==> src/rtl/arbiter_wrr_if.sv <==
// Request/grant bundle between requesters and the weighted round-robin arbiter.
// The per-port lock vector exists only when ARBITER_WRR_LOCK_EN is defined.
interface arbiter_wrr_if #(
    parameter int NUM_PORTS    = 6,
    parameter int WEIGHT_WIDTH = 4
);
    localparam int ID_W = (NUM_PORTS > 1) ? $clog2(NUM_PORTS) : 1;

    logic [NUM_PORTS-1:0]              request;
    logic [NUM_PORTS*WEIGHT_WIDTH-1:0] weight;
`ifdef ARBITER_WRR_LOCK_EN
    logic [NUM_PORTS-1:0]              lock;
`endif
    logic [NUM_PORTS-1:0]              grant;
    logic [ID_W-1:0]                   grant_id;
    logic                              active;

`ifdef ARBITER_WRR_LOCK_EN
    modport master (
        output request, weight, lock,
        input  grant, grant_id, active
    );
    modport slave (
        input  request, weight, lock,
        output grant, grant_id, active
    );
`else
    modport master (
        output request, weight,
        input  grant, grant_id, active
    );
    modport slave (
        input  request, weight,
        output grant, grant_id, active
    );
`endif
endinterface

==> src/rtl/arbiter_wrr.sv <==
// Look-ahead weighted round-robin arbiter: owners keep the grant for up to
// their weight in cycles, handover has no bubble. Optional lock: ARBITER_WRR_LOCK_EN.
//
//   state | meaning
//   ------+-------------------------------------------------
//   IDLE  | no owner, grant = 0; next edge grants any requester
//   OWN   | one owner (grant_id_q); holds while credit/lock allow
module arbiter_wrr #(
    parameter int NUM_PORTS    = 6,
    parameter int WEIGHT_WIDTH = 4
) (
    input  logic         clk,
    input  logic         rst,
    arbiter_wrr_if.slave bus
);
    localparam int ID_W = (NUM_PORTS > 1) ? $clog2(NUM_PORTS) : 1;

    typedef enum logic {
        IDLE = 1'b0,
        OWN  = 1'b1
    } state_e;

    state_e                  state_q, state_d;
    logic [NUM_PORTS-1:0]    grant_q, grant_d;
    logic [ID_W-1:0]         grant_id_q, grant_id_d;
    logic                    active_q, active_d;
    logic [ID_W-1:0]         ptr_q, ptr_d;
    logic [WEIGHT_WIDTH-1:0] credit_q, credit_d;

    logic [ID_W-1:0]         owner_d;
    logic [ID_W-1:0]         cand;
    logic [ID_W-1:0]         sel;
    logic                    found;
    logic [WEIGHT_WIDTH-1:0] sel_weight;
    logic [WEIGHT_WIDTH-1:0] load_credit;
    logic                    owner_req;
    logic                    owner_lock;
    logic                    hold;

    // Rotating search ptr+1 .. ptr; the current owner (== ptr) is looked at last.
    always_comb begin
        cand  = '0;
        found = 1'b0;
        sel   = ptr_q;
        for (int i = 1; i <= NUM_PORTS; i++) begin
            cand = ID_W'((int'(ptr_q) + i) % NUM_PORTS);
            if (!found && bus.request[cand]) begin
                found = 1'b1;
                sel   = cand;
            end
        end
    end

    always_comb begin
        sel_weight = '0;
        for (int p = 0; p < NUM_PORTS; p++) begin
            if (sel == ID_W'(p)) begin
                sel_weight = bus.weight[p*WEIGHT_WIDTH +: WEIGHT_WIDTH];
            end
        end
        load_credit = (sel_weight == '0) ? WEIGHT_WIDTH'(1) : sel_weight;
    end

    always_comb begin
        owner_req = bus.request[grant_id_q];
`ifdef ARBITER_WRR_LOCK_EN
        owner_lock = bus.lock[grant_id_q];
`else
        owner_lock = 1'b0;
`endif
        hold = (state_q == OWN) && owner_req &&
               ((credit_q > WEIGHT_WIDTH'(1)) || owner_lock);
    end

    always_ff @(posedge clk or negedge rst) begin
        if (!rst) begin
            state_q    <= IDLE;
            grant_q    <= '0;
            grant_id_q <= '0;
            active_q   <= 1'b0;
            ptr_q      <= ID_W'(NUM_PORTS - 1);
            credit_q   <= '0;
        end else begin
            state_q    <= state_d;
            grant_q    <= grant_d;
            grant_id_q <= grant_id_d;
            active_q   <= active_d;
            ptr_q      <= ptr_d;
            credit_q   <= credit_d;
        end
    end

    always_comb begin
        state_d  = state_q;
        ptr_d    = ptr_q;
        credit_d = credit_q;
        owner_d  = grant_id_q;
        if (hold) begin
            // A locked owner rides at credit 1 until it lets go of lock.
            if (credit_q > WEIGHT_WIDTH'(1)) begin
                credit_d = credit_q - WEIGHT_WIDTH'(1);
            end
        end else if (found) begin
            state_d  = OWN;
            owner_d  = sel;
            ptr_d    = sel;
            credit_d = load_credit;
        end else begin
            state_d = IDLE;
            owner_d = '0;
        end
    end

    always_comb begin
        grant_d    = '0;
        grant_id_d = '0;
        active_d   = 1'b0;
        if (state_d == OWN) begin
            for (int p = 0; p < NUM_PORTS; p++) begin
                if (owner_d == ID_W'(p)) begin
                    grant_d[p] = 1'b1;
                end
            end
            grant_id_d = owner_d;
            active_d   = 1'b1;
        end
    end

    assign bus.grant    = grant_q;
    assign bus.grant_id = grant_id_q;
    assign bus.active   = active_q;

endmodule

==> src/flat_wrapper.sv <==
// flat-port wrapper written by rule: the top's interface ports become plain ports
module arbiter_wrr_flat 
#(
    parameter int NUM_PORTS    = 6,
    parameter int WEIGHT_WIDTH = 4
)
  (clk, rst, bus_request, bus_weight, bus_grant, bus_grant_id, bus_active);
  arbiter_wrr_if #(.NUM_PORTS(NUM_PORTS), .WEIGHT_WIDTH(WEIGHT_WIDTH)) bus_i ();
  input  logic clk;
  input  logic rst;
  input wire logic [$bits(bus_i.request)-1:0] bus_request;
  input wire logic [$bits(bus_i.weight)-1:0] bus_weight;
  output wire logic [$bits(bus_i.grant)-1:0] bus_grant;
  output wire logic [$bits(bus_i.grant_id)-1:0] bus_grant_id;
  output wire logic [$bits(bus_i.active)-1:0] bus_active;
  assign bus_i.request = bus_request;
  assign bus_i.weight = bus_weight;
  assign bus_grant = bus_i.grant;
  assign bus_grant_id = bus_i.grant_id;
  assign bus_active = bus_i.active;
  arbiter_wrr #(.NUM_PORTS(NUM_PORTS), .WEIGHT_WIDTH(WEIGHT_WIDTH)) u_core (.clk(clk), .rst(rst), .bus(bus_i));
endmodule
==> config.mk <==
export PLATFORM = sky130hd
export DESIGN_NAME = arbiter_wrr_flat
export DESIGN_NICKNAME = d
export VERILOG_FILES = /design/src/rtl/arbiter_wrr_if.sv /design/src/rtl/arbiter_wrr.sv /design/src/flat_wrapper.sv
export SDC_FILE = /design/constraint.sdc
export NUM_CORES = 1
export LEC_CHECK = 0
export CORE_MARGIN = 4
export CORE_UTILIZATION = 60
export CTS_CLUSTER_DIAMETER = 200
export DETAILED_ROUTE_END_ITERATION = 12
export HOLD_SLACK_MARGIN = 0.08
export PLACE_DENSITY = 0.87
export SLEW_MARGIN = 20
export SYNTH_ARGS = -nofsm -noshare
export SYNTH_HDL_FRONTEND = slang
export SYNTH_SLANG_ARGS = --single-unit
==> constraint.sdc <==
create_clock -name clk -period 14.3 [get_ports clk]
set_clock_uncertainty 0.1 [all_clocks]
set_input_delay 1.43 -clock clk [delete_from_list [all_inputs] [get_ports clk]]
set_output_delay 1.43 -clock clk [all_outputs]
set_load 0.05 [all_outputs]
==> impl_metrics.sql <==
INSERT INTO impl_metrics (metric_group, metric, value, unit) VALUES
('route', 'drt_iter0_markers', '327', ''),
('sta', 'worst-slew-pin-transition', '0.969', 'ns'),
('synth', 'yosys.cell_types.count', '84', ''),
('synth', 'synth-seq-cells', '17', ''),
('route', 'wl_met2', '3.72', 'mm'),
('final_layout', 'final_nets', '422', ''),
('route', 'routed-wl-met3', '775', 'um'),
('clock_tree', 'cts_tree', 'done', ''),
('synth', 'synth_xor_area_share', '2.46', '%'),
('route', 'antenna_violating_nets_post_route', '0', ''),
('setup_path', 'cp_slowest_cell', 'sky130_fd_sc_hd__dfrtp_1', ''),
('die', 'io_pins', '42', ''),
('die', 'die_y', '76.9', 'um'),
('setup_path', 'worstPathMaxFanout', '10', ''),
('hold_path', 'min-delay-path-class', 'register to register', ''),
('route', 'routedLengthMet1', '3.36', 'mm'),
('setup_path', 'path_class', 'register to register', ''),
('status', 'run_status', 'finished, final reports clean', ''),
('clock_tree', 'post-cts-setup-buffer-count', '0', ''),
('global_route', 'first_global_vias', '2763', ''),
('setup_path', 'slowest_delay', '0.57', 'ns'),
('setup_path', 'worstPathCellList', 'inv_1 -> ha_1 -> a21oi_1 -> inv_1 -> ha_1 -> nor2b_1 -> a211o_1 -> and3_1 -> and3_4 -> nor3_4 -> nand3_1 -> o32ai_1 -> a311o_1 -> nor2_1 -> a22o_1 -> a221o_1', ''),
('place', 'routabilityCongestion', '0.847', ''),
('place', 'place.port_buffers', '41', ''),
('sta', 'max-slew-margin-rel', '34.6', '%'),
('clock_tree', 'max-clock-path-buffers', '2', ''),
('clock_tree', 'cts_sinks', '17', ''),
('die', 'die_area', '5910', 'um2'),
('setup_path', 'critPathBufInv', '2', ''),
('synth', 'synth_edf_count', '0', ''),
('sta', 'total_of_endpoints_with_negative_setup_slack_in_the_final_report', '0', ''),
('clock_tree', 'worst_skew_pair.late_latency', '0.25', 'ns'),
('route', 'highest_layer', 'met4', ''),
('route', 'drc', '0', ''),
('clock_tree', 'cts-root-buf', 'sky130_fd_sc_hd__clkbuf_8', ''),
('sta', 'timing_max_transition_violations_final', '0', ''),
('global_route', 'first_pass_grt_wire_length', '13.2', 'mm'),
('synth', 'synth.cell_area', '2850', 'um2'),
('route', 'totalWireLength', '7.95', 'mm'),
('clock_tree', 'cts_htree_levels', '1', ''),
('route', 'dr.pass1.iters', '7', ''),
('setup_path', 'start_kind', 'register', ''),
('sta', 'hold_viol_final', '0', ''),
('setup_path', 'critical_path_required', '14.33', 'ns'),
('synth', 'postSynth.asyncResetShare', '100', '%'),
('route', 'num_vias', '3066', ''),
('die', 'initial_core_util', '63.7', '%'),
('clock_tree', 'worst_setup_hold_path_clk_slew', '0.06', 'ns'),
('clock_tree', 'cts_buffers', '3', ''),
('final_layout', 'area_growth_syn_to_layout', '15.5', '%'),
('final_layout', 'antenna_cells_inserted', '0', ''),
('synth', 'syn-num-nets', '391', ''),
('sta', 'fin_tns_setup', '0', 'ns'),
('global_route', 'grt_max_degree', '50', ''),
('sta', 'timing.final.crit_period', '5.23', 'ns'),
('synth', 'synth_simple_gate_area_share', '22.1', '%'),
('synth', 'synth-adder-area-share', '7.03', '%'),
('synth', 'synthesized_area_fraction_occupied_by_ao_oa_aoi_and_oai_cells', '38.3', '%'),
('sta', 'max_freq', '191', 'MHz'),
('setup_path', 'crit_family', 'compound AO/OA/AOI/OAI gates', ''),
('run', 'drv_cap', '0', ''),
('synth', 'synth_top_family_by_area', 'compound AO/OA/AOI/OAI gates', ''),
('die', 'chipWidth', '76.9', 'um'),
('die', 'placementRows', '24', ''),
('clock_tree', 'cts-resized-gates', '0', ''),
('setup_path', 'worstSetupEndpointType', 'register', ''),
('sta', 'unrepaired_setup_endpoints_after_global_routing', 'false', ''),
('die', 'core_area', '4470', 'um2'),
('clock_tree', 'cts_hold_buffers', '0', ''),
('global_route', 'grt_antenna_before_repair', '0', ''),
('global_route', 'globalRouteTotalUtil', '26.5', '%');
## per-layer routing
layer | track usage [%] | up-vias
met5 | 0 | -
met4 | 5.98 | 0
met3 | 3.63 | 17
met2 | 43.2 | 196
met1 | 37.1 | 1425
li1 | - | 1428
## final timing paths
check	from	end	cells after the start
worst max-delay path	u_core.ptr_q[1]	u_core.credit_q[2]	16
worst min-delay path	u_core.bus.grant_id[1]	u_core.bus.grant[2]	2
worst max register to register	u_core.ptr_q[1]	u_core.credit_q[2]	16
worst min register to register	u_core.bus.grant_id[1]	u_core.bus.grant[2]	2
max in group asynchronous	rst	u_core.ptr_q[1]	1
min in group asynchronous	rst	u_core.credit_q[2]	1
## worst reg2reg max path, delay by kind of cell, from the launching register on
kind / cells / cell delay [ns]
compound gates: 6 / 2.15
simple gates: 6 / 1.28
fa+ha+maj: 2 / 0.58
buf+inv: 2 / 0.44
flops: 1 / 0.57
## sequential cells by signal, indices dropped and copies added, names as in the netlist
name	count
u_core.bus.active	1
u_core.bus.grant	6
u_core.bus.grant_id	3
u_core.credit_q	4
u_core.ptr_q	3
## area by class of cell
cell class	count	area (um2)
Clock buffer	4	45.0
Tap cell	52	65.1
Inverter	16	60.1
Sequential cell	17	428
Fill cell	354	1180
Multi-Input combinational cell	294	2280
Timing Repair Buffer	42	418
## cell families after synthesis
kind of cell,count (synthesis)
buffers and inverters,32
adders and majority gates,16
and+or+nand+nor,114
muxes,25
xor gates and xnor gates,5
AOI/OAI and AO/OA,134
DFF,17
## metrics by stage
stage | cells | utilization, % | instance area [um2] | hold WS [ns] | setup slack (ns)
floorplan | 343 | - | 2850 | 0.443 | 9.61
global placement | 421 | 72.6 | 3250 | 0.481 | 9.33
detailed placement | 421 | 72.6 | 3250 | 0.482 | 9.23
CTS | 425 | 73.6 | 3290 | 0.503 | 9.20
global route | 425 | 73.6 | 3290 | 0.531 | 8.79
finish | 425 | 73.6 | 3290 | 0.503 | 9.07
## cells in the mapped netlist, drive strengths merged, types with 5 or more instances
| library cell | instances | area [um2] |
|---|---|---|
| nand2 | 32 | 128 |
| nor2 | 22 | 97.6 |
| o21ai | 18 | 90.1 |
| mux2i | 17 | 170 |
| ha | 16 | 200 |
| inv | 16 | 60.1 |
| a21oi | 15 | 78.8 |
| dfrtp | 15 | 375 |
| a211oi | 13 | 103 |
| nand3 | 11 | 55.1 |
| a31oi | 9 | 101 |
| and2 | 9 | 56.3 |
| buf | 9 | 55.0 |
| nor2b | 8 | 50.1 |
| a211o | 7 | 61.3 |
| a221oi | 7 | 61.3 |
| a311oi | 7 | 61.3 |
| clkbuf | 7 | 30.0 |
| and3 | 6 | 42.5 |
| mux2 | 6 | 67.6 |
| o22ai | 6 | 37.5 |
| a21o | 5 | 37.5 |
| a221o | 5 | 50.1 |
| a22o | 5 | 43.8 |
| o31ai | 5 | 42.5 |
Power is left out: the tool's default activity adds up to more than one toggle a clock period on the data nets, which glitch-free logic cannot reach.
